File: src/rtl/memory_port_arbiter.sv
// Arbitrates one single-ported, byte-enabled word storage between the instruction-fetch
// port (I) and the load/store port (D); D has priority, a starvation counter protects I.
module memory_port_arbiter #(
  parameter int ADRESS_SIZE  = 32,
  parameter int STARVE_LIMIT = 4
) (
  input  logic                   clk,
  input  logic                   reset_n,
  input  logic                   IReq,
  input  logic [ADRESS_SIZE-1:0] IAdress,
  output logic                   IReady,
  output logic                   IRespValid,
  output logic [31:0]            IRespData,
  input  logic                   DReq,
  input  logic                   DWrite,
  input  logic [3:0]             DByteEn,
  input  logic [ADRESS_SIZE-1:0] DAdress,
  input  logic [31:0]            DWriteData,
  output logic                   DReady,
  output logic                   DRespValid,
  output logic [31:0]            DRespData,
  output logic                   MemEn,
  output logic                   WriteEnable,
  output logic [3:0]             ByteEn,
  output logic [ADRESS_SIZE-1:0] MemoryAdress,
  output logic [31:0]            InputData,
  input  logic [31:0]            MemData
);

  localparam int CW = $clog2(STARVE_LIMIT + 1);
  localparam logic [CW-1:0] LIMIT = CW'(STARVE_LIMIT);

  typedef enum logic [1:0] {IDLE, WR_SETUP, WR_COMMIT} state_t;

  state_t                 state, state_nxt;
  logic [CW-1:0]          starve_cnt;
  logic [ADRESS_SIZE-1:0] wr_addr;
  logic [31:0]            wr_data;
  logic [3:0]             wr_be;
  logic                   is_idle, d_first, grant_i, grant_d;

  // Ready is combinational, so it is also gated by reset_n to keep every output low in reset.
  always_comb begin
    is_idle = (state == IDLE) && reset_n;
    d_first = DReq && (starve_cnt < LIMIT);
    grant_d = is_idle && (d_first || (DReq && !IReq));
    grant_i = is_idle && IReq && !d_first;
  end

  // NOTE: every output of this block is given a default first, so no path leaves one unassigned and no latch is inferred.
  always_comb begin
    state_nxt    = state;
    IReady       = grant_i;
    DReady       = grant_d;
    MemEn        = 1'b0;
    WriteEnable  = 1'b0;
    ByteEn       = 4'b0000;
    MemoryAdress = '0;
    InputData    = 32'h0;
    unique case (state)
      IDLE: begin
        if (grant_d && DWrite) begin
          state_nxt = WR_SETUP;
        end else if (grant_i) begin
          MemEn        = 1'b1;
          MemoryAdress = IAdress;
        end else if (grant_d) begin
          MemEn        = 1'b1;
          MemoryAdress = DAdress;
        end
      end
      WR_SETUP, WR_COMMIT: begin
        MemEn        = 1'b1;
        WriteEnable  = (state == WR_COMMIT);
        ByteEn       = wr_be;
        MemoryAdress = wr_addr;
        InputData    = wr_data;
        state_nxt    = (state == WR_SETUP) ? WR_COMMIT : IDLE;
      end
      default: state_nxt = IDLE;
    endcase
  end

  // NOTE: sequential state uses non-blocking assignments so every register samples pre-edge values.
  always_ff @(posedge clk or negedge reset_n) begin
    if (!reset_n) begin
      state      <= IDLE;
      starve_cnt <= '0;
      wr_addr    <= '0;
      wr_data    <= 32'h0;
      wr_be      <= 4'b0000;
      IRespValid <= 1'b0;
      IRespData  <= 32'h0;
      DRespValid <= 1'b0;
      DRespData  <= 32'h0;
    end else begin
      state <= state_nxt;

      // Counts every cycle I waits, including cycles the storage is busy with a write.
      if (grant_i || !IReq)       starve_cnt <= '0;
      else if (starve_cnt < LIMIT) starve_cnt <= starve_cnt + 1'b1;

      if (grant_d && DWrite) begin
        wr_addr <= DAdress;
        wr_data <= DWriteData;
        wr_be   <= DByteEn;
      end

      IRespValid <= grant_i;
      if (grant_i) IRespData <= MemData;

      DRespValid <= (grant_d && !DWrite) || (state == WR_COMMIT);
      if (grant_d && !DWrite)      DRespData <= MemData;
      else if (state == WR_COMMIT) DRespData <= 32'h0;
    end
  end

endmodule

File: config.mk
export PLATFORM = sky130hd
export DESIGN_NAME = memory_port_arbiter
export DESIGN_NICKNAME = d
export VERILOG_FILES = /design/src/rtl/memory_port_arbiter.sv
export SDC_FILE = /design/constraint.sdc
export NUM_CORES = 1
export LEC_CHECK = 0
export BUFFER_PORTS_ARGS = -buffer_cell sky130_fd_sc_hd__buf_2
export CAP_MARGIN = 20
export CORE_UTILIZATION = 52
export DETAILED_ROUTE_END_ITERATION = 12
export GPL_TIMING_DRIVEN = 0
export PLACE_DENSITY = 0.82
export RECOVER_POWER = 100
export REMOVE_ABC_BUFFERS = 1
export SLEW_MARGIN = 20
export SYNTH_ARGS = -nofsm -noshare
export SYNTH_HDL_FRONTEND = slang
export SYNTH_SLANG_ARGS = --single-unit
File: constraint.sdc
create_clock -name clk -period 4.2 [get_ports clk]
set_input_delay 0.42 -clock clk [delete_from_list [all_inputs] [get_ports clk]]
set_output_delay 0.42 -clock clk [all_outputs]
set_load 0.01 [all_outputs]
# Word level (Yosys, flattened, before mapping)

Index checks and enable logic that the tools add are counted.
W data, S select, Z words.

$add $sub $neg: 1
Order comparisons: 1
Equal/unequal tests: 3
Multiplexer cells: 18
Reductions and logical operators: 18

Operators by type and width:

| operator              | number |
|---|---|
| $mux W32              | 6 |
| $pmux W32 S2          | 1 |
| $logic_and A1 B1 Y1   | 8 |
| $mux W3               | 2 |
| $mux W1               | 4 |
| $mux W2               | 2 |
| $mux W4               | 1 |
| $pmux W2 S2           | 1 |
| $reduce_bool A2 Y1    | 2 |
| $add A3 B1 Y3 const B | 1 |
| $logic_not A1 Y1      | 3 |
| $logic_or A1 B1 Y1    | 3 |
| $lt A3 B3 Y1 const B  | 1 |
| $eq A2 B1 Y1 const B  | 1 |
| $eq A2 B2 Y1 const B  | 1 |
| $logic_not A2 Y1      | 1 |
| $ne A2 B1 Y1 const B  | 1 |
| $pmux W1 S2           | 1 |
| $reduce_or A2 Y1      | 1 |

Flip-flop bits (word level): 139
Input bits: 137

# Depth between registers and ports, before layout

Depth in word-level cells: 8
Mapped depth: 8
Depth with buffers taken out: 6

# Worst setup path after synthesis

Ideal clock, no wire load.

Kind: flip-flop to output port
Start point: reg state[0]
End point: out MemoryAdress[10]
Arrival: 1702 ps
Path slack: 2078 ps
Cell stages (with the launch flop): 9
Buffers on the path: 2
Cells stage by stage: dfrtp_1 -> inv_1 -> ha_1 -> nand2_2 -> nor3_2 -> buf_2 -> buf_2 -> a22o_1 -> a22o_1

Word-level cells in the longest chain between the ends: 7
Elaborated cells on any way between the ends: 13
Classes of those cells: 2 x eq/ne; 4 x mux; 7 x reduce/logical

Ends and longest elaborated chain:

| item                                            | line   | source |
|---|---|---|
| start: declaration                              | 35     | `state_t state, state_nxt;` |
| start signal: assignment                        | 97     | `state <= state_nxt;` |
| $logic_not A2 Y1                                | 44, 60 |  |
| $logic_and A1 B1 Y1                             | 44     | `is_idle = (state == IDLE) && reset_n;` |
| $logic_and A1 B1 Y1, on equally long branches   | 46, 47 |  |
| $mux W32 or $logic_and A1 B1 Y1 (tied branches) | 67, 47 |  |
| $mux W32                                        | 64     | `end else if (grant_i) begin` |
| $mux W32                                        | 62     | `if (grant_d && DWrite) begin` |
| $pmux W32 S2 (*)                                | 60     | `unique case (state)` |
| end: declaration                                | 25     | `output logic [ADRESS_SIZE-1:0] MemoryAdress,` |

Every way passes the cells marked *; elsewhere a longest branch is shown, timed or not.

# Worst setup path after layout

Start point: in reset_n
End point: reg wr_addr[13]

Word-level cells in the longest chain between the ends: 3

Ends and longest elaborated chain:

| item                   | line | source |
|---|---|---|
| start: declaration     | 8    | `input logic reset_n,` |
| $logic_and A1 B1 Y1    | 44   |  |
| $logic_and A1 B1 Y1    | 46   | `grant_d = is_idle && (d_first \|\| (DReq && !IReq));` |
| $logic_and A1 B1 Y1    | 103  | `if (grant_d && DWrite) begin` |
| end signal: assignment | 104  | `wr_addr <= DAdress;` |
| end: declaration       | 37   | `logic [ADRESS_SIZE-1:0] wr_addr;` |

Every way passes these cells.
A chain may end at the register's enable or synchronous reset.

==> impl_summary.log <==
INFO  metric outcome = complete, but fails checks
INFO  metric io_buffer_count = 274
INFO  metric synth_compound_gate_area_share = 12.3%
INFO  metric detailedPlacementHpwl = 11.5 mm
INFO  metric worst-path-buf-inv = 3
INFO  metric worst_slew_margin_rel = -17.3%
INFO  metric yosys_register_bits = 139
INFO  metric report.final.hold_viol_count = 0
INFO  metric critical-path-top-delay-family = simple AND/OR/NAND/NOR gates
INFO  metric synth_largest_type_area_fraction = 54.2%
INFO  metric final_layout_size_suffix_gt1_share = 34.6%
INFO  metric power_leakage = 3.84 nW
INFO  metric grt_first_pass_wirelength = 25.7 mm
INFO  metric globalRoute.totalOverflow = 0
INFO  metric power.density = 777 nW/um^2
INFO  metric start_kind = input pin
INFO  metric route.detailed.vias_per_inst = 5.40
INFO  metric drtIter0Drc = 245
INFO  metric type_of_element_capturing_the_critical_path = flip-flop
INFO  metric synth_mux_area_share = 18.7%
INFO  metric clock-skew-final = 0.00901 ns
INFO  metric cts_root_buffer = sky130_fd_sc_hd__clkbuf_16
INFO  metric mostFrequentLayoutCell = sky130_fd_sc_hd__buf_2
INFO  metric finalCritPeriodShare = 92.2%
INFO  metric yosysUniqueCellTypes = 31
INFO  metric max_slew.worst_pin.slew = 1.76 ns
INFO  metric yosysWarningCount = 0
INFO  metric dr.pass1.iters = 4
INFO  metric total_die_area = 12,800 sq um
INFO  metric diodes = 0
INFO  metric htree_num_levels = 4
INFO  metric finalNetCount = 924
INFO  metric post_synth_xor_area_fraction = 0%
INFO  metric synth_top_family_by_area = multiplexers
INFO  metric hold_slack = 0.223 ns
INFO  metric die_h = 113 um
INFO  metric layout.area.seq = 3480 sq um
INFO  metric max_clock_freq = 0.258 GHz
INFO  metric grt_start_max_net_pins = 75
INFO  metric cpMaxStageDelayCell = sky130_fd_sc_hd__nor2_2
INFO  metric maxCapViolations = 1
INFO  metric tritoncts.num_buffers = 17
INFO  metric postCtsSetupRepairBufs = 0
INFO  metric synth_area_leader_cell = sky130_fd_sc_hd__dfrtp_1
INFO  metric final.setup.tns = 0 ns
INFO  metric initial_utilization = 53.4%
INFO  metric ys_top_cells_by_area = sky130_fd_sc_hd__dfrtp_1, sky130_fd_sc_hd__mux2_2, sky130_fd_sc_hd__a22o_1, sky130_fd_sc_hd__mux2_4, sky130_fd_sc_hd__and2_1
INFO  metric vias = 5,068
INFO  metric cp.arrival = 4.16 ns
INFO  metric timing.critical_path.cells = dlygate4sd3_1 > buf_8 > nand2_2 > nor2_2 > nand2_4 > clkbuf_4 > mux2_1
INFO  metric multiInputGateArea = 2680 sq um
INFO  metric finalWeightedCongestion = 0.794
INFO  metric ir_worst_vdd = 449 uV
INFO  metric drt_drc_violations_left = 0
INFO  metric synth_fa_ha_area_share = 1.36%
INFO  metric setup_violations = 0
INFO  metric detail_route.wl_per_cell = 17.3 um
INFO  metric syn2layout_area_growth = 29.3%
INFO  metric synthesis.area_per_instance = 12.5 sq um
INFO  metric final.min_clock_period = 3.87 ns
INFO  metric clock_sink_count = 139
INFO  metric timing_worst_setup_path_type = in2reg
INFO  metric cts-root-to-sink-buffers = 2
INFO  metric detail_route.wirelength = 16.3 mm
INFO  metric postSynthCellCount = 514
INFO  metric number_of_global_route_vias_before_repair = 5,158
INFO  metric tritoncts = built
INFO  metric fp.coreArea = 12,000 sq um
INFO  metric min_path_type = in2reg
INFO  metric top_level_ports = 275
INFO  metric synth_area = 6420 sq um
INFO  metric nFillCells = 945
INFO  metric highest_count_cells_in_the_layout_ignoring_fill_and_taps = sky130_fd_sc_hd__buf_2, sky130_fd_sc_hd__dfrtp_1, sky130_fd_sc_hd__clkbuf_1, sky130_fd_sc_hd__mux2_2, sky130_fd_sc_hd__a22o_1
INFO  metric track_usage = 26.1%
INFO  metric core.rowCount = 40
INFO  metric ys_seq_area_share = 54.2%
INFO  metric clock_insertion_delay_worst_skew = 0.42 ns
INFO  metric worst_path_largest_cell_delay = 1.14 ns
INFO  metric violations = max-capacitance violations, max-slew violations
INFO  metric synth_simple_gate_area_share = 10.1%
INFO  metric die-width = 113 um
INFO  metric worst-path-max-fanout = 68
INFO  metric cp_data_required_time = 4.49 ns
INFO  metric clkTransAtPathRegs = 0.06 ns
INFO  metric slew_violations = 75
INFO  metric remaining_antenna_violation_count_after_routing = 0
INFO  metric number_of_antenna_violations_at_the_first_check_in_global_routing = 0
INFO  metric setup_repair_after_global_routing_missed_its_margin = false
[metal layers]
layer | part of all wire, % | up-vias | GRT usage (%)
met3 | 4.5 | 31 | 6.43
met2 | 52 | 177 | 44.5
met4 | 2.4 | 0 | 11.5
met5 | 0 | - | 0
li1 | - | 2345 | -
met1 | 41 | 2515 | 31.5
[metrics by stage]
stage | util (%) | setup WS (ns) | std cells | cell area, sq um | power [W]
after CTS | 71.6 | 0.277 | 939 | 8600 | 0.00675
after detailed placement | 66.5 | 0.867 | 907 | 7990 | 0.00521
final | 69.1 | 0.327 | 939 | 8300 | 0.00645
after global placement | 64.8 | -4.22 | 897 | 7780 | 0.00505
after global routing | 69.1 | 0.0552 | 939 | 8300 | 0.00683
after floorplan | - | -0.247 | 476 | 6220 | 0.00398
[logic make-up (layout without fill, tap and decap cells)]
logic type,Yosys count,count (layout)
fa+ha+maj,7,7
compound gates,107,107
flops,139,139
buf+inv,42,320
mux,100,100
simple gates,119,119
[worst register-to-register path, stage by stage (launching register included)]
cell,delay (ns)
sky130_fd_sc_hd__dfrtp_1,0.40
sky130_fd_sc_hd__inv_1,0.15
sky130_fd_sc_hd__ha_1,0.20
sky130_fd_sc_hd__nand2_2,0.13
sky130_fd_sc_hd__nor2_2,1.14
sky130_fd_sc_hd__nand2_4,0.31
sky130_fd_sc_hd__clkbuf_4,0.57
sky130_fd_sc_hd__mux2_1,0.49
[state kept, by name, summed over array words and instances (netlist names)]
signal	flops
DRespData	32
IRespData	32
wr_addr	32
wr_data	32
wr_be	4
starve_cnt	3
state	2
DRespValid	1
IRespValid	1
[path summary, 6_finish.rpt]
check                            start  depth (start not counted)  slack [ns]             to
max                            reset_n                          7        0.33    wr_addr[13]
min                        MemData[18]                          3        0.22  DRespData[18]
max reg2reg                   state[0]                          7        0.67    wr_addr[13]
min reg2reg                wr_addr[21]                          1        0.49    wr_addr[21]
max in group asynchronous      reset_n                          3        1.58    wr_addr[26]
min in group asynchronous      reset_n                          2        0.53   IRespData[2]
[repair_timing]
action                                 CTS  global route
endpoints found under the hold margin   65             0
resized for setup                        0             0
hold buffers                             1             0
[area by class of cell]
| class | instances | share of cell area (%) |
|---|---|---|
| Clock inverter | 5 | 0.980 |
| Inverter | 4 | 0.181 |
| Timing Repair Buffer | 285 | 16.2 |
| Multi-Input combinational cell | 333 | 32.2 |
| Clock buffer | 26 | 6.26 |
| Sequential cell | 139 | 41.9 |
| Tap cell | 147 | 2.22 |
[synthesized netlist by cell type]
| master | instances |
|---|---|
| sky130_fd_sc_hd__a2111oi_0 | 1 |
| sky130_fd_sc_hd__o21a_1 | 1 |
| sky130_fd_sc_hd__buf_4 | 3 |
| sky130_fd_sc_hd__or2_2 | 1 |
| sky130_fd_sc_hd__inv_1 | 4 |
| sky130_fd_sc_hd__buf_2 | 15 |
| sky130_fd_sc_hd__a21oi_1 | 1 |
| sky130_fd_sc_hd__buf_6 | 3 |
| sky130_fd_sc_hd__mux2_2 | 80 |
| sky130_fd_sc_hd__a21o_1 | 1 |
| sky130_fd_sc_hd__dfrtp_1 | 139 |
| sky130_fd_sc_hd__nor3_1 | 2 |
| sky130_fd_sc_hd__nand2b_1 | 32 |
| sky130_fd_sc_hd__nor2b_1 | 2 |
| sky130_fd_sc_hd__nor2_4 | 1 |
| sky130_fd_sc_hd__nor3_2 | 1 |
| sky130_fd_sc_hd__nand3_1 | 2 |
| sky130_fd_sc_hd__nand2_2 | 2 |
| sky130_fd_sc_hd__o21ai_0 | 37 |
| sky130_fd_sc_hd__and2_1 | 36 |
| sky130_fd_sc_hd__a21boi_1 | 1 |
| sky130_fd_sc_hd__nand2_1 | 35 |
| sky130_fd_sc_hd__nor2_1 | 5 |
| sky130_fd_sc_hd__mux2_4 | 20 |
| sky130_fd_sc_hd__buf_1 | 3 |
| sky130_fd_sc_hd__a22o_1 | 62 |
| sky130_fd_sc_hd__a21bo_2 | 1 |
| sky130_fd_sc_hd__clkbuf_1 | 14 |
| sky130_fd_sc_hd__a31o_2 | 1 |
| sky130_fd_sc_hd__ha_1 | 7 |
| sky130_fd_sc_hd__a2bb2oi_1 | 1 |
[power by group]
part | internal, W | switching [W]
sequential | 0.00198 | 0.000342
combinational | 0.00117 | 0.00146
clock | 0.000966 | 0.000535
total | 0.00412 | 0.00233
Note: power is estimated with default switching activity, not from simulation.
